==> src/rtl/adc_frame_reader.sv <==
// Streams one completed ADC frame from the sample buffer RAM as an AXI4-Stream master.
// Optional build macro ADC_TWOS_COMP_EN: invert the sample MSB (offset-binary to two's complement).
module adc_frame_reader #(
  parameter int DATA_W    = 8,
  parameter int ADDR_W    = 12,
  parameter int FRAME_LEN = 1024
) (
  input  logic              adc_clk,
  input  logic              rst,
  input  logic              frame_done,
  output logic              buf_rd_en,
  output logic [ADDR_W-1:0] buf_rd_addr,
  input  logic [DATA_W-1:0] buf_rd_data,
  output logic [DATA_W-1:0] m_axis_tdata,
  output logic              m_axis_tvalid,
  output logic              m_axis_tlast,
  input  logic              m_axis_tready,
  output logic              busy,
  output logic              overrun
);

  typedef enum logic [0:0] {
    IDLE   = 1'b0,
    STREAM = 1'b1
  } state_t;

  localparam logic [ADDR_W:0] FRAME_LEN_C = (ADDR_W+1)'(FRAME_LEN);
  localparam logic [ADDR_W:0] LAST_IDX_C  = (ADDR_W+1)'(FRAME_LEN - 1);

  state_t              state_r;
  logic [ADDR_W:0]     issued_r;
  logic [ADDR_W:0]     out_idx_r;
  logic [ADDR_W-1:0]   rd_addr_r;
  logic                pend_r;
  logic [DATA_W-1:0]   fifo_mem_r [2];
  logic                wr_ptr_r;
  logic                rd_ptr_r;
  logic [1:0]          count_r;
  logic                overrun_r;

  logic                pop_s;
  logic                issue_s;
  logic [2:0]          fill_s;

  function automatic logic [DATA_W-1:0] conv_sample(input logic [DATA_W-1:0] d);
`ifdef ADC_TWOS_COMP_EN
    return {~d[DATA_W-1], d[DATA_W-2:0]};
`else
    return d;
`endif
  endfunction

  // Read-issue decision: occupancy after this cycle plus reads still in flight must leave a free slot
  always_comb begin
    pop_s   = 1'b0;
    fill_s  = 3'd0;
    issue_s = 1'b0;
    pop_s   = (count_r != 2'd0) && m_axis_tready;
    fill_s  = {1'b0, count_r} + {2'b00, pend_r} - {2'b00, pop_s};
    if ((state_r == STREAM) && (issued_r < FRAME_LEN_C) && (fill_s < 3'd2)) begin
      issue_s = 1'b1;
    end else begin
      issue_s = 1'b0;
    end
  end

  assign buf_rd_en     = issue_s;
  assign buf_rd_addr   = rd_addr_r;
  assign m_axis_tdata  = fifo_mem_r[rd_ptr_r];
  assign m_axis_tvalid = (count_r != 2'd0);
  assign m_axis_tlast  = (count_r != 2'd0) && (out_idx_r == LAST_IDX_C);
  assign busy          = (state_r == STREAM);
  assign overrun       = overrun_r;

  // Frame FSM, read pipeline and 2-entry output FIFO
  always_ff @(posedge adc_clk or posedge rst) begin
    if (rst) begin
      state_r       <= IDLE;
      issued_r      <= '0;
      out_idx_r     <= '0;
      rd_addr_r     <= '0;
      pend_r        <= 1'b0;
      fifo_mem_r[0] <= '0;
      fifo_mem_r[1] <= '0;
      wr_ptr_r      <= 1'b0;
      rd_ptr_r      <= 1'b0;
      count_r       <= 2'd0;
      overrun_r     <= 1'b0;
    end else begin
      overrun_r <= (state_r == STREAM) && frame_done;
      pend_r    <= issue_s;
      // RAM data returns the cycle after the read; it lands in the FIFO at this edge
      if (pend_r) begin
        fifo_mem_r[wr_ptr_r] <= conv_sample(buf_rd_data);
        wr_ptr_r             <= ~wr_ptr_r;
      end
      if (pop_s) begin
        rd_ptr_r <= ~rd_ptr_r;
      end
      count_r <= count_r + {1'b0, pend_r} - {1'b0, pop_s};

      case (state_r)
        IDLE: begin
          issued_r  <= '0;
          out_idx_r <= '0;
          rd_addr_r <= '0;
          if (frame_done) begin
            state_r <= STREAM;
          end
        end
        STREAM: begin
          if (issue_s) begin
            issued_r  <= issued_r + (ADDR_W+1)'(1);
            rd_addr_r <= rd_addr_r + ADDR_W'(1);
          end
          if (pop_s) begin
            out_idx_r <= out_idx_r + (ADDR_W+1)'(1);
            if (out_idx_r == LAST_IDX_C) begin
              state_r <= IDLE;
            end
          end
        end
        default: begin
          state_r <= IDLE;
        end
      endcase
    end
  end

endmodule

==> config.mk <==
export PLATFORM = sky130hd
export DESIGN_NAME = adc_frame_reader
export DESIGN_NICKNAME = d
export VERILOG_FILES = /design/src/rtl/adc_frame_reader.sv
export SDC_FILE = /design/constraint.sdc
export NUM_CORES = 1
export LEC_CHECK = 0
export ABC_AREA = 1
export CORE_ASPECT_RATIO = 1.1
export CORE_MARGIN = 2
export CORE_UTILIZATION = 55
export CTS_CLUSTER_SIZE = 16
export DETAILED_ROUTE_END_ITERATION = 10
export GPL_ROUTABILITY_DRIVEN = 0
export PLACE_DENSITY = 0.79
export RECOVER_POWER = 100
export SYNTH_ARGS = -nofsm -noshare
export SYNTH_HDL_FRONTEND = slang
export SYNTH_SLANG_ARGS = --single-unit
==> constraint.sdc <==
create_clock -name adc_clk -period 2.52 [get_ports adc_clk]
set_input_delay 0.252 -clock adc_clk [delete_from_list [all_inputs] [get_ports adc_clk]]
set_output_delay 0.252 -clock adc_clk [all_outputs]
set_load 0.02 [all_outputs]
==> impl_results.md <==
* Status: complete, no violations
* Tightest Pin Transition at roughly 0.86 ns
* Setup violators final at 0
* Clock-pin slew on the worst setup and hold paths at around 0.070 ns
* CTS tree: done
* Drt pass-1 iters at 4
* Fin crit period at 2.41 ns
* Share of layout cells above drive strength 1 at 9.13%
* Mean area per synthesized cell at 7.63 um2
* IO buf count at 36
* Slew headroom at 42.9%
* Crit-path max FO at 2
* H-Tree Depth at 3
* Total gr overflow at 0
* Yosys warnings at 0
* CTS buffer count at 9
* Fin. max-slew vios at 0
* CP Launch Type: flip-flop
* Core Area at 5360 um2
* Power per standard cell area at 1070 nW/um2
* Final hold violation count at 0
* Vias in the first global route at 2523
* Distinct cell type count of the synthesized netlist at 30
* Worst Path Required at 2.27 ns
* RSZ-0062 raised after global routing: no
* I/O Pins at 37
* Clk buf depth at 2
* Final #Nets at 472
* Die X at 75.1 um
* # DRC at 0
* Syn nets at 418
* Root Driver: clkbuf_8
* Area Growth Syn to Fin at 24.3%
* #FFs+latches synth at 61
* Worst Setup End Kind: output pin
* Total of max-cap violations at 0
* # fillers at 432
* Final Cycle Share at roughly 96%
* Die area at 6170 um2
* Data arrival, critical path at 2.16 ns
* Via density per instance at between 4 and 5
* Starting Density at 57.0%
* Die H at 82.2 um
* CP Class: flip-flop to output pin
* Post-Synthesis Cells at 401
* Antenna violations before repair at 0
* Syn Std Cell Area at 3060 um2
* GRT Total Usage at 23.2%
* Tot Pwr at 4060 uW
* Global-route wire length before repair at 10600 um
* Hold Path Class: input port to flip-flop
* N_diodes at 0
* Setup slack, reg-to-reg at 0.20 ns
* Worst VDD drop at 789 uV
* Post-CTS Hold Buffers at 0
* Clock sinks at between 60 and 70
* Leakage at 0.00195 uW
* Max Freq at between 0.4 and 0.5 GHz
* Final WL at 6310 um
* Total Neg Setup Slack at 0 ns
* Routed WL per cell at 11.8 um
* DPL Wire Length at 4220 um
* Clk_skew at 0.00528 ns
* Vias post-DR at 2664
* Post-DRT Antenna Nets at 0
* Seq/Total Area, Yosys at 49.9%
* Largest net degree at the start of global routing at 30
* Num rows at 28
* Later-pin clock latency in the skew report at approximately 0.35 ns
* Drt initial violations at 190
[layout by cell type, fill, tap and decap left out, types with 2 or more instances in the layout]
cell type        instances
buf_4                   14
inv_1                   58
clkdlybuf4s50_1         34
nor2_4                   2
clkbuf_8                12
nor2_2                   2
dfrtp_1                 61
o21bai_1                 3
nand3_1                 25
nand4_1                  5
xor2_1                   3
nor2_1                  42
o21ai_0                 32
nand2_2                  3
o21ai_1                  3
ha_1                     4
nand2_1                122
nor3_1                   3
a21oi_1                 13
clkbuf_1                 2
o22ai_1                  2
[synthesized netlist by cell type]
cell | n | area share, %
buf_4 | 2 | 0.49
inv_1 | 58 | 7.1
nor2_4 | 2 | 0.74
dfrtp_1 | 61 | 50
nor4_1 | 1 | 0.20
or2_2 | 1 | 0.20
o21bai_1 | 3 | 0.74
nand2_1 | 123 | 15
nand3_1 | 25 | 4.1
ha_1 | 4 | 1.6
a21oi_1 | 13 | 2.1
nand3_2 | 1 | 0.33
a31oi_1 | 1 | 0.20
xor2_1 | 3 | 0.86
fa_1 | 1 | 0.65
clkinv_1 | 1 | 0.12
nor2_1 | 43 | 5.3
o211ai_1 | 1 | 0.25
o21ai_2 | 1 | 0.29
o21ai_0 | 32 | 5.2
buf_6 | 1 | 0.37
nand4_1 | 5 | 1.0
inv_2 | 1 | 0.12
nand2_2 | 2 | 0.41
nor3_1 | 3 | 0.49
nor2_2 | 1 | 0.20
buf_2 | 4 | 0.65
o22ai_1 | 2 | 0.41
clkbuf_1 | 2 | 0.25
o21ai_1 | 3 | 0.49
[area by class of cell]
cell class / instances / area, um2 / share of cell area [%]
Sequential cell: 61 / 1530 / 40.2
Clock inverter: 3 / 42.5 / 1.12
Timing Repair Buffer: 52 / 484 / 12.7
Clock buffer: 13 / 169 / 4.44
Multi-Input combinational cell: 271 / 1260 / 33.1
Tap cell: 75 / 93.8 / 2.47
Inverter: 60 / 225 / 5.92
[routing by layer]
layer | vias to the layer above | routed length (um) | GRT usage, %
met1 | 1230 | 2710 | 27.3
met2 | 57 | 3130 | 38.8
met5 | - | 0 | 0
li1 | 1362 | - | -
met4 | 0 | 148 | 12.0
met3 | 15 | 318 | 6.31
[final timing paths]
path | start | endpoint | cells past startpoint
max in group asynchronous | rst | count_r[1] | 3
setup reg to reg | count_r[1] | issued_r[8] | 12
setup / recovery | count_r[1] | buf_rd_en | 10
hold / removal | frame_done | overrun | 3
hold reg to reg | fifo_mem_r[14] | fifo_mem_r[14] | 2
min in group asynchronous | rst | buf_rd_addr[7] | 2
[registers in the layout (all words and copies together) (netlist names)]
| signal | count |
|---|---|
| busy | 1 |
| fifo_mem_r | 16 |
| issued_r | 13 |
| pend_r | 1 |
| buf_rd_addr | 12 |
| count_r | 2 |
| overrun | 1 |
| wr_ptr_r | 1 |
| out_idx_r | 13 |
| rd_ptr_r | 1 |
[logic make-up after synthesis]
logic type	count (synthesis)	share of synthesized area, %
adder cells (fa/ha/maj)	5	2.29
XOR/XNOR	3	0.859
AO/OA/AOI/OAI	56	9.74
flip-flops	61	49.9
buffers and inverters	69	9.12
AND/OR/NAND/NOR	207	28.1
[through the flow]
| stage | utilization [%] | instances | setup slack [ns] | instance area [um2] | hold slack [ns] |
|---|---|---|---|---|---|
| 5_1_grt | 70.9 | 535 | 0.00498 | 3800 | 0.500 |
| 4_1_cts | 71.0 | 534 | 0.0330 | 3800 | 0.256 |
| 3_5_place_dp | 67.1 | 518 | -0.264 | 3600 | 0.473 |
| 6_report | 70.9 | 535 | 0.112 | 3800 | 0.452 |
| 2_1_floorplan | - | 401 | 0.280 | 3060 | 0.356 |
| 3_3_place_gp | 67.1 | 518 | -0.256 | 3600 | 0.466 |
[power by group]
part / switching (uW) / total, uW / leakage (uW) / internal, uW
sequential: 231 / 1500 / 0.000783 / 1270
clock: 386 / 922 / 0.000106 / 536
combinational: 913 / 1640 / 0.00106 / 732
total: 1530 / 4060 / 0.00195 / 2540
[worst max-delay path, stage by stage (launching register included)]
cell and delay [ns]:
dfrtp_1 0.39, nor2_2 0.15, nor2_2 0.05, nand2_1 0.07, o21ai_0 0.08, ha_1 0.20, fa_2 0.54, inv_1 0.05
nand2_2 0.08, nor2_4 0.04, buf_4 0.15
[what timing repair did]
action / in CTS / in global routing
setup buffers: 0 / 1
setup endpoints to repair: 1 / 4
resized for setup: 5 / 3
gates cloned: 0 / 0
pin swaps: 0 / 1
No activity file was read; power rests on OpenSTA's default activity.
